[src/rtl/wb_reg_slave_pkg.sv]
// Shared definitions for the Wishbone register slaves: FSM state encoding, byte-lane merge
// and the address-split constants used by the decoders.
package wb_reg_slave_pkg;

    localparam int WB_DATA_W = 32;
    localparam int WB_SEL_W  = WB_DATA_W / 8;
    // Above the register-index bits, this many bits select the RO bank; anything higher is unmapped.
    localparam int WB_RO_BANK_BITS = 1;

    typedef enum logic [1:0] {
        ST_IDLE = 2'd0,
        ST_WAIT = 2'd1,
        ST_RESP = 2'd2
    } wb_state_e;

    function automatic logic [WB_DATA_W-1:0] wb_sel_merge(
        input logic [WB_DATA_W-1:0] old_w,
        input logic [WB_DATA_W-1:0] new_w,
        input logic [WB_SEL_W-1:0]  sel
    );
        logic [WB_DATA_W-1:0] res;
        for (int k = 0; k < WB_SEL_W; k++) begin
            res[8*k +: 8] = sel[k] ? new_w[8*k +: 8] : old_w[8*k +: 8];
        end
        return res;
    endfunction

endpackage

[src/rtl/wb_wait_fsm.sv]
// Wait-state sequencer for wb_reg_slave: holds one outstanding request for WAIT_STATES cycles,
// then commits it and presents a single ack cycle. A dropped cycle line abandons the request.
module wb_wait_fsm
    import wb_reg_slave_pkg::*;
#(
    parameter int WAIT_STATES = 2
) (
    input  logic clk,
    input  logic rst,
    input  logic i_cyc,
    input  logic i_stb,
    output logic o_stall,
    output logic o_accept,
    output logic o_commit
);

    localparam logic [3:0] CNT_LOAD = 4'(WAIT_STATES);

    wb_state_e  state_q, state_d;
    logic [3:0] cnt_q, cnt_d;

    always_ff @(posedge clk) begin
        if (rst) begin
            state_q <= ST_IDLE;
            cnt_q   <= '0;
        end else begin
            state_q <= state_d;
            cnt_q   <= cnt_d;
        end
    end

    always_comb begin
        state_d  = state_q;
        cnt_d    = cnt_q;
        o_stall  = 1'b0;
        o_accept = 1'b0;
        o_commit = 1'b0;
        case (state_q)
            ST_IDLE: begin
                if (i_cyc && i_stb) begin
                    o_accept = 1'b1;
                    cnt_d    = CNT_LOAD;
                    state_d  = ST_WAIT;
                end
            end
            ST_WAIT: begin
                o_stall = 1'b1;
                if (!i_cyc) begin
                    state_d = ST_IDLE;
                end else if (cnt_q == 4'd1) begin
                    // Commit on the same edge that raises ack.
                    o_commit = 1'b1;
                    state_d  = ST_RESP;
                end else begin
                    cnt_d = cnt_q - 4'd1;
                end
            end
            ST_RESP: begin
                o_stall = 1'b1;
                state_d = ST_IDLE;
            end
            default: state_d = ST_IDLE;
        endcase
    end

endmodule

[src/rtl/wb_reg_slave.sv]
// Wishbone pipelined register slave: NREGS RW control registers, NREGS RO status words, per-register
// write/read strobes. Define WB_REG_SLAVE_WAIT_EN to add WAIT_STATES cycles of response latency.
module wb_reg_slave
    import wb_reg_slave_pkg::*;
#(
    parameter int WB_ADDR_WIDTH = 30,
    parameter int NREGS         = 8,
    parameter int WAIT_STATES   = 2
) (
    input  logic                       clk,
    input  logic                       rst,
    input  logic                       i_wb_cyc,
    input  logic                       i_wb_stb,
    output logic                       o_wb_stall,
    output logic                       o_wb_ack,
    input  logic                       i_wb_we,
    input  logic [WB_ADDR_WIDTH-1:0]   i_wb_addr,
    input  logic [WB_DATA_W-1:0]       i_wb_data,
    input  logic [WB_SEL_W-1:0]        i_wb_sel,
    output logic [WB_DATA_W-1:0]       o_wb_data,
    output logic [WB_DATA_W*NREGS-1:0] o_regs,
    input  logic [WB_DATA_W*NREGS-1:0] i_ro,
    output logic [NREGS-1:0]           o_wr_pulse,
    output logic [NREGS-1:0]           o_rd_pulse
);

    localparam int IDX_W = $clog2(NREGS);

    logic                     commit;
    logic                     req_we;
    logic [WB_ADDR_WIDTH-1:0] req_addr;
    logic [WB_DATA_W-1:0]     req_data;
    logic [WB_SEL_W-1:0]      req_sel;

`ifdef WB_REG_SLAVE_WAIT_EN
    logic                     accept;
    logic                     req_we_q;
    logic [WB_ADDR_WIDTH-1:0] req_addr_q;
    logic [WB_DATA_W-1:0]     req_data_q;
    logic [WB_SEL_W-1:0]      req_sel_q;

    wb_wait_fsm #(.WAIT_STATES(WAIT_STATES)) u_wait_fsm (
        .clk      (clk),
        .rst      (rst),
        .i_cyc    (i_wb_cyc),
        .i_stb    (i_wb_stb),
        .o_stall  (o_wb_stall),
        .o_accept (accept),
        .o_commit (commit)
    );

    // Request is held from accept to commit; the FSM alone decides whether it is used.
    always_ff @(posedge clk) begin
        if (accept) begin
            req_we_q   <= i_wb_we;
            req_addr_q <= i_wb_addr;
            req_data_q <= i_wb_data;
            req_sel_q  <= i_wb_sel;
        end
    end

    assign req_we   = req_we_q;
    assign req_addr = req_addr_q;
    assign req_data = req_data_q;
    assign req_sel  = req_sel_q;
`else
    logic unused_wait_cfg;
    assign unused_wait_cfg = (WAIT_STATES != 0);

    assign o_wb_stall = 1'b0;
    assign commit     = i_wb_cyc & i_wb_stb;
    assign req_we     = i_wb_we;
    assign req_addr   = i_wb_addr;
    assign req_data   = i_wb_data;
    assign req_sel    = i_wb_sel;
`endif

    logic [IDX_W-1:0] req_idx;
    logic             req_ro;
    logic             req_mapped;

    assign req_idx    = req_addr[IDX_W-1:0];
    assign req_ro     = req_addr[IDX_W];
    assign req_mapped = (req_addr >> (IDX_W + WB_RO_BANK_BITS)) == '0;

    logic [WB_DATA_W-1:0] regs_q [NREGS];
    logic [WB_DATA_W-1:0] regs_d [NREGS];
    logic [WB_DATA_W-1:0] ro_w   [NREGS];
    logic [WB_DATA_W-1:0] rdata_q, rdata_d;
    logic [NREGS-1:0]     wr_pulse_q, wr_pulse_d;
    logic [NREGS-1:0]     rd_pulse_q, rd_pulse_d;
    logic                 ack_q;

    for (genvar g = 0; g < NREGS; g++) begin : g_pack
        assign o_regs[WB_DATA_W*g +: WB_DATA_W] = regs_q[g];
        assign ro_w[g] = i_ro[WB_DATA_W*g +: WB_DATA_W];
    end

    always_comb begin
        regs_d     = regs_q;
        rdata_d    = '0;
        wr_pulse_d = '0;
        rd_pulse_d = '0;
        if (commit && req_mapped) begin
            if (req_ro) begin
                // RO writes are acked but have no effect.
                if (!req_we) begin
                    rdata_d             = ro_w[req_idx];
                    rd_pulse_d[req_idx] = 1'b1;
                end
            end else if (req_we) begin
                regs_d[req_idx]     = wb_sel_merge(regs_q[req_idx], req_data, req_sel);
                wr_pulse_d[req_idx] = 1'b1;
            end else begin
                rdata_d = regs_q[req_idx];
            end
        end
    end

    always_ff @(posedge clk) begin
        if (rst) begin
            regs_q     <= '{default: '0};
            rdata_q    <= '0;
            wr_pulse_q <= '0;
            rd_pulse_q <= '0;
            ack_q      <= 1'b0;
        end else begin
            regs_q     <= regs_d;
            rdata_q    <= rdata_d;
            wr_pulse_q <= wr_pulse_d;
            rd_pulse_q <= rd_pulse_d;
            ack_q      <= commit;
        end
    end

    // A master that has already dropped the cycle never sees a late ack.
    assign o_wb_ack   = ack_q & i_wb_cyc;
    assign o_wb_data  = o_wb_ack ? rdata_q : '0;
    assign o_wr_pulse = wr_pulse_q;
    assign o_rd_pulse = rd_pulse_q;

endmodule

[config.mk]
export PLATFORM = sky130hd
export DESIGN_NAME = wb_reg_slave
export DESIGN_NICKNAME = d
export VERILOG_FILES = /design/src/rtl/wb_reg_slave_pkg.sv /design/src/rtl/wb_wait_fsm.sv /design/src/rtl/wb_reg_slave.sv
export SDC_FILE = /design/constraint.sdc
export NUM_CORES = 1
export LEC_CHECK = 0
export CAP_MARGIN = 40
export CORE_AREA = 2 2 246 248
export CTS_CLUSTER_SIZE = 25
export DETAILED_ROUTE_END_ITERATION = 16
export DIE_AREA = 0 0 248 250
export PLACE_DENSITY = 0.5
export SETUP_SLACK_MARGIN = 0.02
export SLEW_MARGIN = 20
export SYNTH_ARGS = -nofsm -noshare
export SYNTH_HDL_FRONTEND = slang
export SYNTH_SLANG_ARGS = --single-unit
[constraint.sdc]
create_clock -name clk -period 2.3 [get_ports clk]
set_input_delay 0.23 -clock clk [delete_from_list [all_inputs] [get_ports clk]]
set_output_delay 0.23 -clock clk [all_outputs]
set_load 0.1 [all_outputs]
==> metrics list <==
* Synthesized area per cell: 11.85 µm²
* Cells along the critical path: clkdlybuf4s50_1, or4_1, buf_4, nor4_2, buf_4, nand4b_1, buf_12, o2bb2ai_1
- Clock root buffer: sky130_fd_sc_hd__clkbuf_16
* Maximum VDD drop: 0.0003749 V
* I/O pin count: 633
- The share of total power dissipated in combinational logic is 12.9%.
* Worst hold-check path type: in -> reg
- Number of pins with negative max-slew slack in the final report: 0
- The first detailed-routing pass took 5 iterations.
* Sequential power share: 39.4%
- Once the clock tree was built, the setup fixing pass inserted 0 buffers.
- Capturing element type of the critical path: flop
- Dividing the detail-routed via count by the number of cells gives 5.159.
- Proportion of layout cells with a drive suffix above 1: 36.41%
- Total Die Area: 0.06200 mm²
- From bottom edge to top edge, the die measures 250 µm.
- After detailed routing, the number of remaining DRC violations is 0.
- The clock tree synthesis step divided the H-tree into 2 levels.
- Clock Skew: 19.75 ps
- After layout, the design draws a total of 13.40 mW.
* Yosys warnings: 0
- For this configuration, the core starts out at a cell density of 23.27%.
- No sink is reached through more buffers than the 3 on the longest clock path.
* Pre-CTS WS: -270.1 ps
- Post-cts hold buffer count: 0
* Slowest stage cell, crit path: sky130_fd_sc_hd__or4_1
* Time the worst path needs with I/O delays and setup: 2047 ps
- Clk sink count: 305
- Once detail routing completed, the nets flagged for antenna violations numbered 0.
- Internal: 10.21 mW
- Gr usage total: 23.68%
* Source-to-sink clock delay at the later pin of the worst-skew pair: 540 ps
* Fillers: 5754
* Multi-input combinational cell area: 0.007387 mm²
- For this block, the initial DRC count from the detailed router was 1042.
- In this run the worst path has a maximum fanout of 32.
* TritonCTS buffer count: 36
* Post-cts repair resize count: 0
* Instance count along the most critical hold path: 3
* Final WS setup: 253.5 ps
- The first global-routing pass estimated 106100 µm of wire.
* Post-synth top flop: sky130_fd_sc_hd__dfxtp_1
- The initial antenna violation count came to 6.
- Placeable Area: 0.05957 mm²
- WS Path Type: in -> reg
* Largest incremental delay on the critical path: 620 ps
* Setup repair after global routing missed its margin: false
- Across the run, the number of max-cap violations was 0.
- Counting cells, the worst reg-to-reg path comes to 5.
- Gr ovfl total: 0
- For the worst setup path, the data arrival time is 2520 ps.
- For this block, the routed nets add up to 76630 µm of wire.
- In this run the cell area of the synthesized design comes to 0.01386 mm².
* RePlAce Congestion: 0.8871
* Vias in the first global route: 14159
* Post-DR wirelength/cell: 28.55 µm
- Post-synth EDFFs: 0
* Width of the die: 248 µm
- Across all layers, the routed design uses 13847 vias.
* HPWL Detailed: 57810 µm
- Final setup vio count: 0
- The most numerous cell type found on the critical path is sky130_fd_sc_hd__buf_4.
- Input and output buffers added on the ports amount to 631.
* Portion of the post-synthesis area used by sequential elements: 44.04%
* Number of standard-cell rows in the floorplan: 90
- Headroom to the max-slew limit came out at 64.78%.
- Fraction of power spent switching nets: 23.78%
- Clock-pin slew reported for the worst setup and hold paths after clock tree synthesis: 60 ps
- The net count of the finished layout is 2198.
- #FFs+latches synth: 305
- Highest achievable clock rate: 488.6 MHz
- After synthesis, the netlist uses 49 different library cells.
* Element type at the critical path start: input port
- The final-report hold violation count is 0.
- Maximum number of pins on one net before global-route repair: 42
- Mapped Nets: 1497
- Clock network fraction of design power: 47.7%
- Share of flip-flops with an asynchronous set or reset after synthesis: 0%
- Mapped Cells: 1170
* Slew at the pin with the worst max-slew slack: 528.3 ps
- The run finished with clean final reports.
- In the finished design, the share of the clock period the worst path needs comes to 88.98%.
* Final-layout setup total negative slack: 0 ps
- Register Area: 0.006106 mm²
- Net switching component of the power: 3.186 mW
- Required time reported for the critical path endpoint: 2770 ps
- TritonCTS built the clock tree.
- From synthesis to final layout, the design area changed by 68.41%.
- Dividing total power by cell area gives a power density of 573.9 mW/mm².
* Leakage Power: 9.301 nW
==> cells in the final DEF, fill, tap and decap left out, types with 7 or more instances in the layout <==
cell,n
sky130_fd_sc_hd__nor3_1,12
sky130_fd_sc_hd__clkbuf_8,11
sky130_fd_sc_hd__clkbuf_16,38
sky130_fd_sc_hd__mux4_2,86
sky130_fd_sc_hd__nand3_1,7
sky130_fd_sc_hd__o2bb2ai_1,259
sky130_fd_sc_hd__a22oi_1,15
sky130_fd_sc_hd__mux2_2,56
sky130_fd_sc_hd__clkdlybuf4s50_1,322
sky130_fd_sc_hd__a211oi_1,8
sky130_fd_sc_hd__o21ai_0,7
sky130_fd_sc_hd__buf_12,64
sky130_fd_sc_hd__a311oi_1,15
sky130_fd_sc_hd__and3_1,39
sky130_fd_sc_hd__nand2_1,27
sky130_fd_sc_hd__a31oi_4,8
sky130_fd_sc_hd__a21oi_1,8
sky130_fd_sc_hd__nor2_1,30
sky130_fd_sc_hd__dfxtp_1,305
sky130_fd_sc_hd__mux2i_1,68
sky130_fd_sc_hd__buf_4,397
==> synthesized netlist by cell type (all sizes together), types with 7 or more instances <==
library cell	count	area, µm²
and3	39	244.0
nor2	31	116.4
buf	40	186.4
dfxtp	305	6106
nor2b	7	43.79
nor3	12	60.06
nand2	27	101.4
nor4	8	68.82
a311oi	15	131.4
a211oi	8	60.06
mux4	86	1937
o21ai	7	35.03
a31oi	9	56.30
mux2i	68	680.7
mux2	56	630.6
a22oi	15	112.6
clkbuf	82	307.8
nand3	11	55.05
o2bb2ai	259	2268
a21oi	8	40.04
==> path summary, 6_finish.rpt <==
kind                  from  slack [ps]     endpoint
max          i_wb_addr[19]         250  o_regs[101]
max reg2reg      o_regs[4]         490   o_regs[36]
min reg2reg     o_regs[70]         480   o_regs[70]
min           i_wb_addr[3]         140  rdata_q[21]
==> state kept, by name, indices dropped and copies added (netlist names) <==
signal / flops
ack_q: 1
rdata_q: 32
o_regs: 256
o_wr_pulse: 8
o_rd_pulse: 8
==> worst max-delay path, delay by kind of cell <==
| kind | cells | cell delay, ps |
|---|---|---|
| and+or+nand+nor | 3 | 1040 |
| AOI/OAI and AO/OA | 1 | 180 |
| buffers and inverters | 4 | 1020 |
==> power groups by stage <==
stage,clock [mW],combinational (mW),sequential (mW)
finish,6.39,1.73,5.28
global route,6.70,1.83,5.28
CTS,6.52,1.75,5.28
detailed placement,0,1.74,5.40
global placement,0,1.73,5.40
floorplan,0,0.642,5.40
==> area by class of cell <==
cell class	instances	area share (%)
clock inverters	14	1.040
well taps	782	4.191
clock buffers	51	4.668
diodes	4	0.04287
flip-flops and latches	305	26.15
multi-input cells	737	31.64
inverters	6	0.09646
repair buffers	785	32.17
==> kinds of logic after synthesis <==
| family | share of synthesized area [%] |
|---|---|
| buf+inv | 3.727 |
| mux | 23.43 |
| flops | 44.04 |
| other cells | 0.02705 |
| simple gates | 6.236 |
| compound gates | 22.54 |
==> through the flow <==
| step | util [%] | instances | hold WS (ps) | instance area [µm²] |
|---|---|---|---|---|
| detailed placement | 36.94 | 2615 | 469.3 | 22010 |
| global route | 39.20 | 2684 | 170.9 | 23350 |
| CTS | 39.18 | 2680 | 115.7 | 23340 |
| floorplan | - | 1170 | 343.8 | 13860 |
| finish | 39.20 | 2684 | 139.9 | 23350 |
| global placement | 36.94 | 2615 | 466.5 | 22010 |
==> per-layer routing <==
layer	part of all wire [%]	GRT usage (%)	vias to the layer above	routed length (µm)
li1	-	-	6134	-
met1	41	29.42	7000	31110
met2	50	41.10	635	38310
met3	7.2	4.635	78	5516
met4	2.2	6.997	0	1685
met5	0	0	-	0
No activity file was read; power rests on OpenSTA's default activity.
==> RTL edit (config.mk and constraints unchanged) <==
Add a define of `WB_REG_SLAVE_WAIT_EN`.
--- a/src/rtl/wb_reg_slave.sv
+++ b/src/rtl/wb_reg_slave.sv
@@ -1,4 +1,6 @@
 // Wishbone pipelined register slave: NREGS RW control registers, NREGS RO status words, per-register
 // write/read strobes. Define WB_REG_SLAVE_WAIT_EN to add WAIT_STATES cycles of response latency.
+`define WB_REG_SLAVE_WAIT_EN
+
 module wb_reg_slave
     import wb_reg_slave_pkg::*;
Behaviour: not the same (Yosys sat finds a counterexample within 4 cycles, from zero or initial values and one cycle with rst high).
==> RTL edit against the original RTL <==
  * Cell area grew 15%
  * Routed wire length grew 28%
  * Sequential cell count grew 73
  * Synthesized cell count grew 51%
  * Total power grew 18%
  * Sequential share of layout area grew 4.6 points
  * Synthesized area grew 20%
  * Setup slack lost 0.21 ns
==> RTL edit: results (changes against the original RTL) <==
[status]
status = completed  ; unchanged

[setup_path]
max_stage_delay_ns = 0.65  ; was 0.62 ns
rr_startpoint = req_addr[2]$_DFFE_PP_  ; was o_regs[4]$_SDFFE_PP0P_
critPathMaxFanout = 26  ; was 32
r2r-end = rdata_q[27]$_SDFF_PP0_  ; was o_regs[36]$_SDFFE_PP0P_
critPathCapture = rdata_q[27]$_SDFF_PP0_  ; was o_regs[101]$_SDFFE_PP0P_
arrival_ns = 2.68  ; was 2.52 ns

[global_routing]
use_met3 = 0.0711  ; was 0.0463
grt_max_degree = 61  ; was 42
antenna_found_initial = 14  ; was 6
grt_pass1_wl_mm = 130  ; was 106 mm
grt_pass1_vias = 17242  ; was 14,159

[power]
vdd_drop_max_mv = 0.478  ; was 0.375 mV
leakage_nw = 10.6  ; was 9.30 nW

[layout]
nets = 2810  ; was 2,198

[detailed_routing]
dr_wl_met3_mm = 7.86  ; was 5.52 mm
wire_per_inst_um = 29.6  ; was 28.5 um
wl_met2_mm = 47.2  ; was 38.3 mm

[place]
post-dp-hpwl_mm = 71.0  ; was 57.8 mm
dp.cells = 3186  ; was 2,615
post-place-ws_ns = -0.135  ; was -0.270 ns
portBuffers = 632  ; was 631

[clock_tree]
clk_latency_ns = 0.59  ; was 0.54 ns
cts_inserted_buffers = 44  ; was 36

[timing]
post-route-period-util = 0.983  ; was 0.890
worst_pin_slew_ns = 0.816  ; was 0.528 ns

[worst_hold_path]
min_from = i_wb_data[15]  ; was i_wb_addr[3]

[yosys]
ys_top_cells_by_area = dfxtp_1, edfxtp_1, nand3_1  ; was dfxtp_1, o2bb2ai_1, mux4_2
syn-num-nets = 2101  ; was 1,497
synth_compound_area_frac = 0.224  ; was 0.225
synthCells = 1770  ; was 1,170

[RTL edit: cell count changes after synthesis, moves of 40 or more]
| cell | change |
|---|---|
| edfxtp_1 | +67 |
| a22oi_1 | +52 |
| nand3_1 | +261 |
| o21ai_0 | +245 |
| mux2i_1 | +46 |
| nand2_1 | +40 |
| o2bb2ai_1 | -259 |
| mux4_2 | -83 |
| a21oi_1 | +47 |
[RTL edit: area by class of cell]
cell class | instances | area [sq um]
Inverter | 21 | 86.3
Sequential cell | 378 | 8240
Fill cell | 5659 | 32800
Tap cell | 782 | 978
Clock inverter | 13 | 129
Clock buffer | 68 | 1310
Antenna cell | 10 | 25.0
Timing Repair Buffer | 836 | 8190
Multi-Input combinational cell | 1198 | 7830
[RTL edit: timing repair]
item | 4_1_cts | 5_1_grt
setup endpoints to repair | 82 | 165
pin swaps | 3 | 6
gates cloned | 1 | 10
gates resized for setup | 7 | 54
hold endpoints to repair | 0 | 0
setup buffers | 3 | 15
